<file path="src/rtl/pmod_led_pkg.sv">
// Shared types and helpers for the PMOD LED examples: pattern modes,
// divider computation and per-mode initial pattern values.
package pmod_led_pkg;

  typedef enum logic [1:0] {
    UP   = 2'd0,
    DOWN = 2'd1,
    GRAY = 2'd2,
    SCAN = 2'd3
  } led_mode_t;

  function automatic int calc_div(input int clk_hz, input int tick_hz);
    return clk_hz / tick_hz;
  endfunction

  // Returned 32 bits wide; callers keep the low n bits.
  function automatic logic [31:0] init_value(input led_mode_t m, input int n);
    case (m)
      DOWN:    return (32'd1 << n) - 32'd1;
      SCAN:    return 32'd1;
      default: return 32'd0;
    endcase
  endfunction

endpackage

</file>
<file path="src/rtl/pmod_tick_gen.sv">
// Free-running tick divider: one-cycle tick every DIV enabled cycles,
// frozen while en is low, restarted by a synchronous clear.
module pmod_tick_gen #(
  parameter int DIV = 4
) (
  input  logic clk,
  input  logic rst_n,
  input  logic en,
  input  logic clr,
  output logic tick
);

  localparam int CW = (DIV > 1) ? $clog2(DIV) : 1;
  localparam logic [CW-1:0] LAST = CW'(DIV - 1);

  logic [CW-1:0] div_cnt;

  // Gated by en so a count parked on LAST cannot fire while frozen.
  assign tick = en && (div_cnt == LAST);

  always_ff @(posedge clk or negedge rst_n) begin
    if (!rst_n) begin
      div_cnt <= '0;
    end else if (clr) begin
      div_cnt <= '0;
    end else if (en) begin
      div_cnt <= tick ? '0 : div_cnt + CW'(1);
    end
  end

endmodule

</file>
<file path="src/rtl/pmod_8led2_pattern.sv">
// Dual-colour PMOD LED bank driver: green rail shows a mode-selectable
// pattern stepped at TICK_HZ, red rail carries heartbeat and wrap flag.
module pmod_8led2_pattern
  import pmod_led_pkg::*;
#(
  parameter int CLK_HZ  = 12000000,
  parameter int TICK_HZ = 2,
  parameter int WIDTH   = 8
) (
  input  logic             clk,
  input  logic             rst_n,
  input  logic             en,
  input  logic             clr,
  input  logic [1:0]       mode,
  output logic [WIDTH-1:0] ledg,
  output logic [WIDTH-1:0] ledr
);

  localparam int DIV = calc_div(CLK_HZ, TICK_HZ);
  localparam int N   = WIDTH - 1;

  if ((CLK_HZ % TICK_HZ) != 0 || DIV < 2 || WIDTH < 3) begin : g_bad_params
    $error("pmod_8led2_pattern: invalid CLK_HZ/TICK_HZ/WIDTH combination");
  end

  logic tick;

  pmod_tick_gen #(
    .DIV (DIV)
  ) u_tick_gen (
    .clk   (clk),
    .rst_n (rst_n),
    .en    (en),
    .clr   (clr),
    .tick  (tick)
  );

  led_mode_t     act_q, act_d, req_mode;
  logic [N-1:0]  cnt_q, cnt_d, cnt_init, pat_q, pat_d;
  logic [31:0]   init_full;
  logic          dir_q, dir_d;
  logic          hb_q, hb_d;
  logic          wrap_q, wrap_d;

  // cnt holds the binary count for UP/DOWN/GRAY and the one-hot for SCAN.
  always_comb begin
    req_mode  = led_mode_t'(mode);
    init_full = init_value(req_mode, N);
    cnt_init  = init_full[N-1:0];
    act_d     = act_q;
    cnt_d     = cnt_q;
    dir_d     = dir_q;
    hb_d      = hb_q;
    wrap_d    = wrap_q;

    if (clr) begin
      act_d  = req_mode;
      cnt_d  = cnt_init;
      dir_d  = 1'b1;
      hb_d   = 1'b0;
      wrap_d = 1'b0;
    end else if (tick) begin
      hb_d   = ~hb_q;
      wrap_d = 1'b0;
      if (req_mode != act_q) begin
        act_d = req_mode;
        cnt_d = cnt_init;
        dir_d = 1'b1;
      end else begin
        unique case (act_q)
          UP, GRAY: begin
            cnt_d  = cnt_q + N'(1);
            wrap_d = &cnt_q;
          end
          DOWN: begin
            cnt_d  = cnt_q - N'(1);
            wrap_d = ~|cnt_q;
          end
          SCAN: begin
            if (dir_q) begin
              cnt_d = cnt_q << 1;
              if (cnt_d[N-1]) begin
                dir_d  = 1'b0;
                wrap_d = 1'b1;
              end
            end else begin
              cnt_d = cnt_q >> 1;
              if (cnt_d[0]) begin
                dir_d  = 1'b1;
                wrap_d = 1'b1;
              end
            end
          end
        endcase
      end
    end

    pat_d = (act_d == GRAY) ? (cnt_d ^ (cnt_d >> 1)) : cnt_d;
  end

  always_ff @(posedge clk or negedge rst_n) begin
    if (!rst_n) begin
      act_q  <= UP;
      cnt_q  <= '0;
      dir_q  <= 1'b1;
      hb_q   <= 1'b0;
      wrap_q <= 1'b0;
      pat_q  <= '0;
    end else begin
      act_q  <= act_d;
      cnt_q  <= cnt_d;
      dir_q  <= dir_d;
      hb_q   <= hb_d;
      wrap_q <= wrap_d;
      pat_q  <= pat_d;
    end
  end

  assign ledg = {pat_q, 1'b0};
  assign ledr = {{(WIDTH-2){1'b0}}, wrap_q, hb_q};

endmodule
</file>
<file path="config.mk">
export PLATFORM = sky130hd
export DESIGN_NAME = pmod_8led2_pattern
export DESIGN_NICKNAME = d
export VERILOG_FILES = /design/src/rtl/pmod_led_pkg.sv /design/src/rtl/pmod_tick_gen.sv /design/src/rtl/pmod_8led2_pattern.sv
export SDC_FILE = /design/constraint.sdc
export NUM_CORES = 1
export LEC_CHECK = 0
export ABC_CLOCK_PERIOD_IN_PS = 2600
export BUFFER_PORTS_ARGS = -buffer_cell sky130_fd_sc_hd__buf_2
export CAP_MARGIN = 40
export CELL_PAD_IN_SITES_DETAIL_PLACEMENT = 1
export CELL_PAD_IN_SITES_GLOBAL_PLACEMENT = 2
export CORE_UTILIZATION = 34
export DETAILED_ROUTE_END_ITERATION = 12
export PLACE_DENSITY = 0.76
export SLEW_MARGIN = 20
export SYNTH_ARGS = -nofsm -noshare
export SYNTH_HDL_FRONTEND = slang
export SYNTH_HIERARCHICAL = 1
export SYNTH_SLANG_ARGS = --single-unit
</file>
<file path="constraint.sdc">
create_clock -name clk -period 2.6 [get_ports clk]
set_clock_uncertainty 0.15 [all_clocks]
set_input_delay 0.13 -clock clk [delete_from_list [all_inputs] [get_ports clk]]
set_output_delay 0.13 -clock clk [all_outputs]
set_load 0.1 [all_outputs]
</file>
; ---- Yosys cells after proc, flatten, opt, wreduce, memory -nomap -nowiden
; Index checks and enable logic that the tools add are counted.
[word_totals]
ff_bits = 42
input_bits = 6
out_inout_bits = 16
word_cells = 58
[op_classes]
addsub = 3
n_eq_ne = 8
muxes = 28
bitwise = 2
reduce_logical = 10
[op_table]
columns = operator, count
row1 = $mux 23, 3
row2 = $mux 7, 5
row3 = $add 23x1->23 const B, 1
row4 = $eq 23x23->1 const B, 1
row5 = $pmux 7 s3, 1
row6 = $mux 1, 14
row7 = $pmux 7 s2, 1
row8 = $eq 2x2->1 const B, 4
row9 = $add 7x1->7 const B, 1
row10 = $reduce_and 7->1, 1
row11 = $reduce_or 7->1, 1
row12 = $sub 7x1->7 const B, 1
row13 = $xor 7x6->7, 1
row14 = $mux 2, 3
row15 = $eq 2x1->1 const B, 2
row16 = $reduce_bool 2->1, 2
row17 = $pmux 1 s3, 1
row18 = $reduce_bool 3->1, 1
row19 = $logic_not 2->1, 1
row20 = $ne 2x2->1, 1
row21 = $reduce_and 2->1, 1
row22 = $reduce_or 2->1, 1
row23 = $logic_and 1x1->1, 1
row24 = $logic_not 1->1, 1
row25 = $not 1->1, 1

; ---- Logic depth before layout (Yosys ltp)
[logic_depth]
word_depth = 8
ltp_mapped = 11
mapped_depth_nobuf = 10

; ---- Modules after synthesis
; Netlist, hierarchy kept.
[modules_own_cells]
columns = module, n_inst, cells_per_inst, area_each_um2, seq_area_each_um2
row1 = pmod_8led2_pattern, 1, 165, 1408.9, 451.7
row2 = pmod_tick_gen, 1, 131, 1270.0, 575.6

; ---- Least setup slack after synthesis
; No wires, ideal clock.
[synth_path]
path_kind = register to register
start = register act_q[1]
end = register pat_q[1]
setup_ns = 0.125
arrival_ns = 2.373
t_required_ns = 2.325
setup_slack_ns = -0.048
stages_incl_launch_ff = 11
n_path_buf = 1
synth_period_minus_slack_ns = 2.648
path_cell_list = dfrtp_1 buf_2 nand2b_1 xnor2_1 ha_1 or3_1 a21oi_1 or3_4 a221oi_4 nor2_2 mux2_4
[synth_between]
elab_chain_len = 8
elab_cells_between_ends = 16
classes_between = 5 x eq/ne / 8 x mux / 1 x bitwise / 2 x reduce/logical
[synth_rtl]
columns = item, line
row1 = start: declaration, pmod_8led2_pattern.sv:38  ; led_mode_t act_q, act_d, req_mode;
row2 = start signal: assignment, pmod_8led2_pattern.sv:110  ; act_q <= act_d;
row3 = $eq 2x2->1 or $logic_not 2->1 (tied branches), pmod_8led2_pattern.sv:70  ; unique case (act_q)
row4 = $reduce_or 2->1, pmod_8led2_pattern.sv:70
row5 = $pmux 7 s3, pmod_8led2_pattern.sv:70
row6 = $mux 7, pmod_8led2_pattern.sv:65  ; if (req_mode != act_q) begin
row7 = $mux 7, pmod_8led2_pattern.sv:62  ; end else if (tick) begin
row8 = $mux 7, pmod_8led2_pattern.sv:56  ; if (clr) begin
row9 = $xor 7x6->7, pmod_8led2_pattern.sv:98  ; pat_d = (act_d == GRAY) ? (cnt_d ^ (cnt_d >> 1)) : cnt_d;
row10 = $mux 7 *, pmod_8led2_pattern.sv:98
row11 = via pat_d[1], pmod_8led2_pattern.sv:39  ; logic [N-1:0] cnt_q, cnt_d, cnt_init, pat_q, pat_d;
row12 = end signal: assignment, pmod_8led2_pattern.sv:115  ; pat_q <= pat_d;
row13 = end: declaration, pmod_8led2_pattern.sv:39
; The timed path passes the listed nets; every way through them passes the cells marked *.
; A chain may end at the register's enable or synchronous reset.

; ---- Worst setup path in the final report
; Ends and elaborated chain as after synthesis.

==> summary.txt <==
Synthesis
  – Mux contribution to synthesized area: 0.03596
  – Seq/Total Area, Yosys: 0.3835
  – Synth cell types: 65
  – Synth Area in Compound Gates: 0.1990
  – Number of flops mapped to enable cells by yosys: 0
  – Synthesis Warnings: 6
  – Ys flop type: dfrtp_1
  – Post-Synthesis Cells: 296
  – Post-Synth Adder-Cell Area: 0.009341
  – Post-Syn Area: 2679 um^2
  – Simple-gate share of the synthesized area: 0.2363
  – FF+latch count, synth: 41
  – Largest family of logic cells by synthesized area: simple AND/OR/NAND/NOR gates
  – Avg Inst Size Synth: 9.050 um^2
  – Post-synthesis xor/xnor area fraction: 0.05558
  – Ys async rst share: 1.000

Detailed routing
  – Initial drt markers: 73
  – Via/cell ratio: 5.447
  – Remaining DRCs: 0
  – DR pass1 iterations: 5
  – Routed Wire Length: roughly 7300 um
  – Via count: 2364
  – Antenna Nets Post-Route: 0
  – Routed WL per cell: between 15 and 20 um

STA
  – Min Tclk post-route: 2.458 ns
  – Final setup violation count: 0
  – Setup TNS: 0 ns
  – Rel. slew slack: 0.6671
  – Hold Vio Cnt, Final: 0
  – FMAX: 406.8 MHz
  – Worst slew pin tran: 0.4868 ns
  – Slew Limit Fails: 0
  – RSZ-0062 raised after global routing: yes
  – Final Cycle Share: 0.9454

Global routing
  – GRT Total Usage: 0.1983
  – Vias in the first global route: around 2500
  – Pin count of the biggest net entering global routing: 28
  – Aggregate global routing overflow: 0
  – Met1 GRT Util: 0.2684
  – Initial antenna violation count: 0
  – Busiest grt layer: met2
  – Global-route wire length before repair: 12940 um
  – Met3 Track Usage GR: 0.03367
  – GR Util met2: 0.3264

Setup path
  – Crit path kind: flip-flop to flip-flop
  – Reg2reg path depth: 9
  – RR Endpoint: pat_q[1]$_DFF_PN0_
  – CP max FO: 6
  – CP Data Arrival Time: roughly 2.5 ns
  – Launching point of the worst reg2reg path: act_q[1]$_DFF_PN0_
  – R2r setup slk: 0.14 ns
  – Data required, critical path: 2.64 ns
  – Worst setup path start: act_q[1]$_DFF_PN0_
  – Nature of the critical path startpoint: flip-flop
  – Setup crit end: pat_q[1]$_DFF_PN0_
  – CP endpoint kind: flip-flop

Die
  – Die area: around 8000 um^2
  – Die W: ~91 um
  – Std-Cell Rows: 32
  – Core box area: 7687 um^2
  – Initial core utilization: 0.3485
  – Boundary Pins: 22
  – Die Ht: between 90 and 100 um

Pwr
  – Worst vdd ir: 0.3603 mV
  – P_leak: 0.001288 uW
  – Total Power: ~1600 uW
  – Pwr dens: 504.8 nW/um^2

Run
  – Max cap viols: 0

Clock tree
  – H-tree levels: 2
  – Clock Tree Buf Depth: 2
  – Setup Fix Bufs, Post-CTS: 0
  – CTS Buf Count: 5
  – Num Clock Sinks: just over 40
  – CTS tree: built
  – Clk slew on worst S/H paths: 0.09 ns
  – Clock Latency Late Sink: 0.30 ns
  – Root Buffer: clkbuf_8

Layout
  – Final net count: ~340
  – Filler cell count: about 910
  – Commonest cells after routing, fill and taps aside: 40 x dfrtp_1, 32 x buf_4, 25 x a21oi_1
  – Diode count: 0
  – Commonest non-fill, non-tap cell in the layout: dfrtp_1
  – Synth-to-layout area growth: 16.44%
  – Layout cells sized above 1: 0.2440

Place
  – Final HPWL DP: 5395 um
  – I/O Buffers: 14
  – GP Congestion: 0.8608

Worst hold path
  – Worst Hold Launch: clr
  – Hold/Removal Path Class: input port to flip-flop

Outcome
  – Status: finished, final reports clean
-- logic make-up after synthesis --
kind of cell    count (synthesis)
other cells                     1
xor+xnor                       17
flops                          41
compound gates                 78
simple gates                  112
fa+ha+maj                       2
mux                             9
buf+inv                        36
-- report_power, final --
group / internal (uW) / leakage (uW) / switching (uW) / total [uW]
registers: 665 / 0.000537 / 26.5 / 691
clock network: 191 / 0.0000385 / 242 / 433
logic: 132 / 0.000713 / 318 / 451
total: 987 / 0.00129 / 587 / 1570
-- flip-flops by register name, summed over array words and instances (netlist names) --
register / count
pat_q: 6
cnt_q: 7
hb_q: 1
u_tick_gen/div_cnt: 23
act_q: 2
dir_q: 1
wrap_q: 1
-- Yosys cell counts, drive strengths merged (7+ instances only) --
library cell  count  share of area
xor2              7          0.023
nor2             23          0.033
dfrtp            40           0.37
or4               9          0.028
or3              11          0.029
mux2i             7          0.026
nand4             7          0.016
xnor2            10          0.033
o21ai            16          0.030
inv              10          0.014
buf              18          0.050
nand2            16          0.022
nand2b            8          0.019
o31ai             8          0.022
nor3              7          0.013
a21oi            25          0.047
nand3            13          0.026
clkbuf            8          0.015
-- critical path: stages (launching register included) --
cell,delay [ns]
dfrtp_1,0.39
nand2b_4,0.15
xnor2_1,0.15
ha_2,0.26
xnor2_1,0.13
o22ai_1,0.10
or3_4,0.35
a221oi_4,0.28
nor2_2,0.08
mux2_4,0.29
-- worst min path at each step --
stage                                    endpoint  slack, ns  cells after the start
6_report                         hb_q$_DFFE_PN0P_      0.008                      2
5_1_grt         u_tick_gen/div_cnt[6]$_DFFE_PN0P_       0.01                      2
4_1_cts         u_tick_gen/div_cnt[6]$_DFFE_PN0P_       0.01                      2
3_5_place_dp   u_tick_gen/div_cnt[22]$_DFFE_PN0P_      -0.07                      1
3_3_place_gp   u_tick_gen/div_cnt[14]$_DFFE_PN0P_       0.20                      1
2_1_floorplan                  act_q[0]$_DFF_PN0_      -0.32                      0
-- metal layers --
| layer | vias up | routed length (um) | share of wire |
|---|---|---|---|
| li1 | 1132 | - | - |
| met1 | 1197 | 3530 | 0.48 |
| met2 | 29 | 3593 | 0.49 |
| met3 | 6 | 141 | 0.019 |
| met4 | 0 | 82 | 0.011 |
| met5 | - | 0 | 0 |
-- area by class of cell --
class                      count  area, um^2  share of cell area
clock buffer                   7       76.32             0.02447
clock inverter                 1       7.507            0.002407
inverter                      10       37.54             0.01203
multi-input combinational    225        1503              0.4817
sequential                    41        1027              0.3293
tap                          102       127.6             0.04091
timing repair buffer          48       340.3              0.1091
-- timing repair --
| item | CTS | global route |
|---|---|---|
| endpoints found under the hold margin | 40 | 0 |
| hold buffers | 1 | 0 |
| resized for setup | 1 | 9 |
| endpoints found under the setup margin | 1 | 7 |
| pin swaps | 0 | 2 |
-- metrics by stage --
| step | utilization | hold WS (ns) | setup slack [ns] | cell area [um^2] | instances |
|---|---|---|---|---|---|
| finish | 0.4058 | 0.008392 | 0.1419 | 3119 | 434 |
| global route | 0.4058 | 0.009952 | -0.01349 | 3119 | 434 |
| detailed placement | 0.3896 | -0.07257 | 0.02379 | 2995 | 425 |
| floorplan | - | -0.3156 | 0.02880 | 2711 | 302 |
| global placement | 0.3870 | 0.1973 | 0.05885 | 2975 | 424 |
| CTS | 0.4022 | 0.01316 | 0.04240 | 3092 | 434 |
Power figures use the tool's default switching activity.
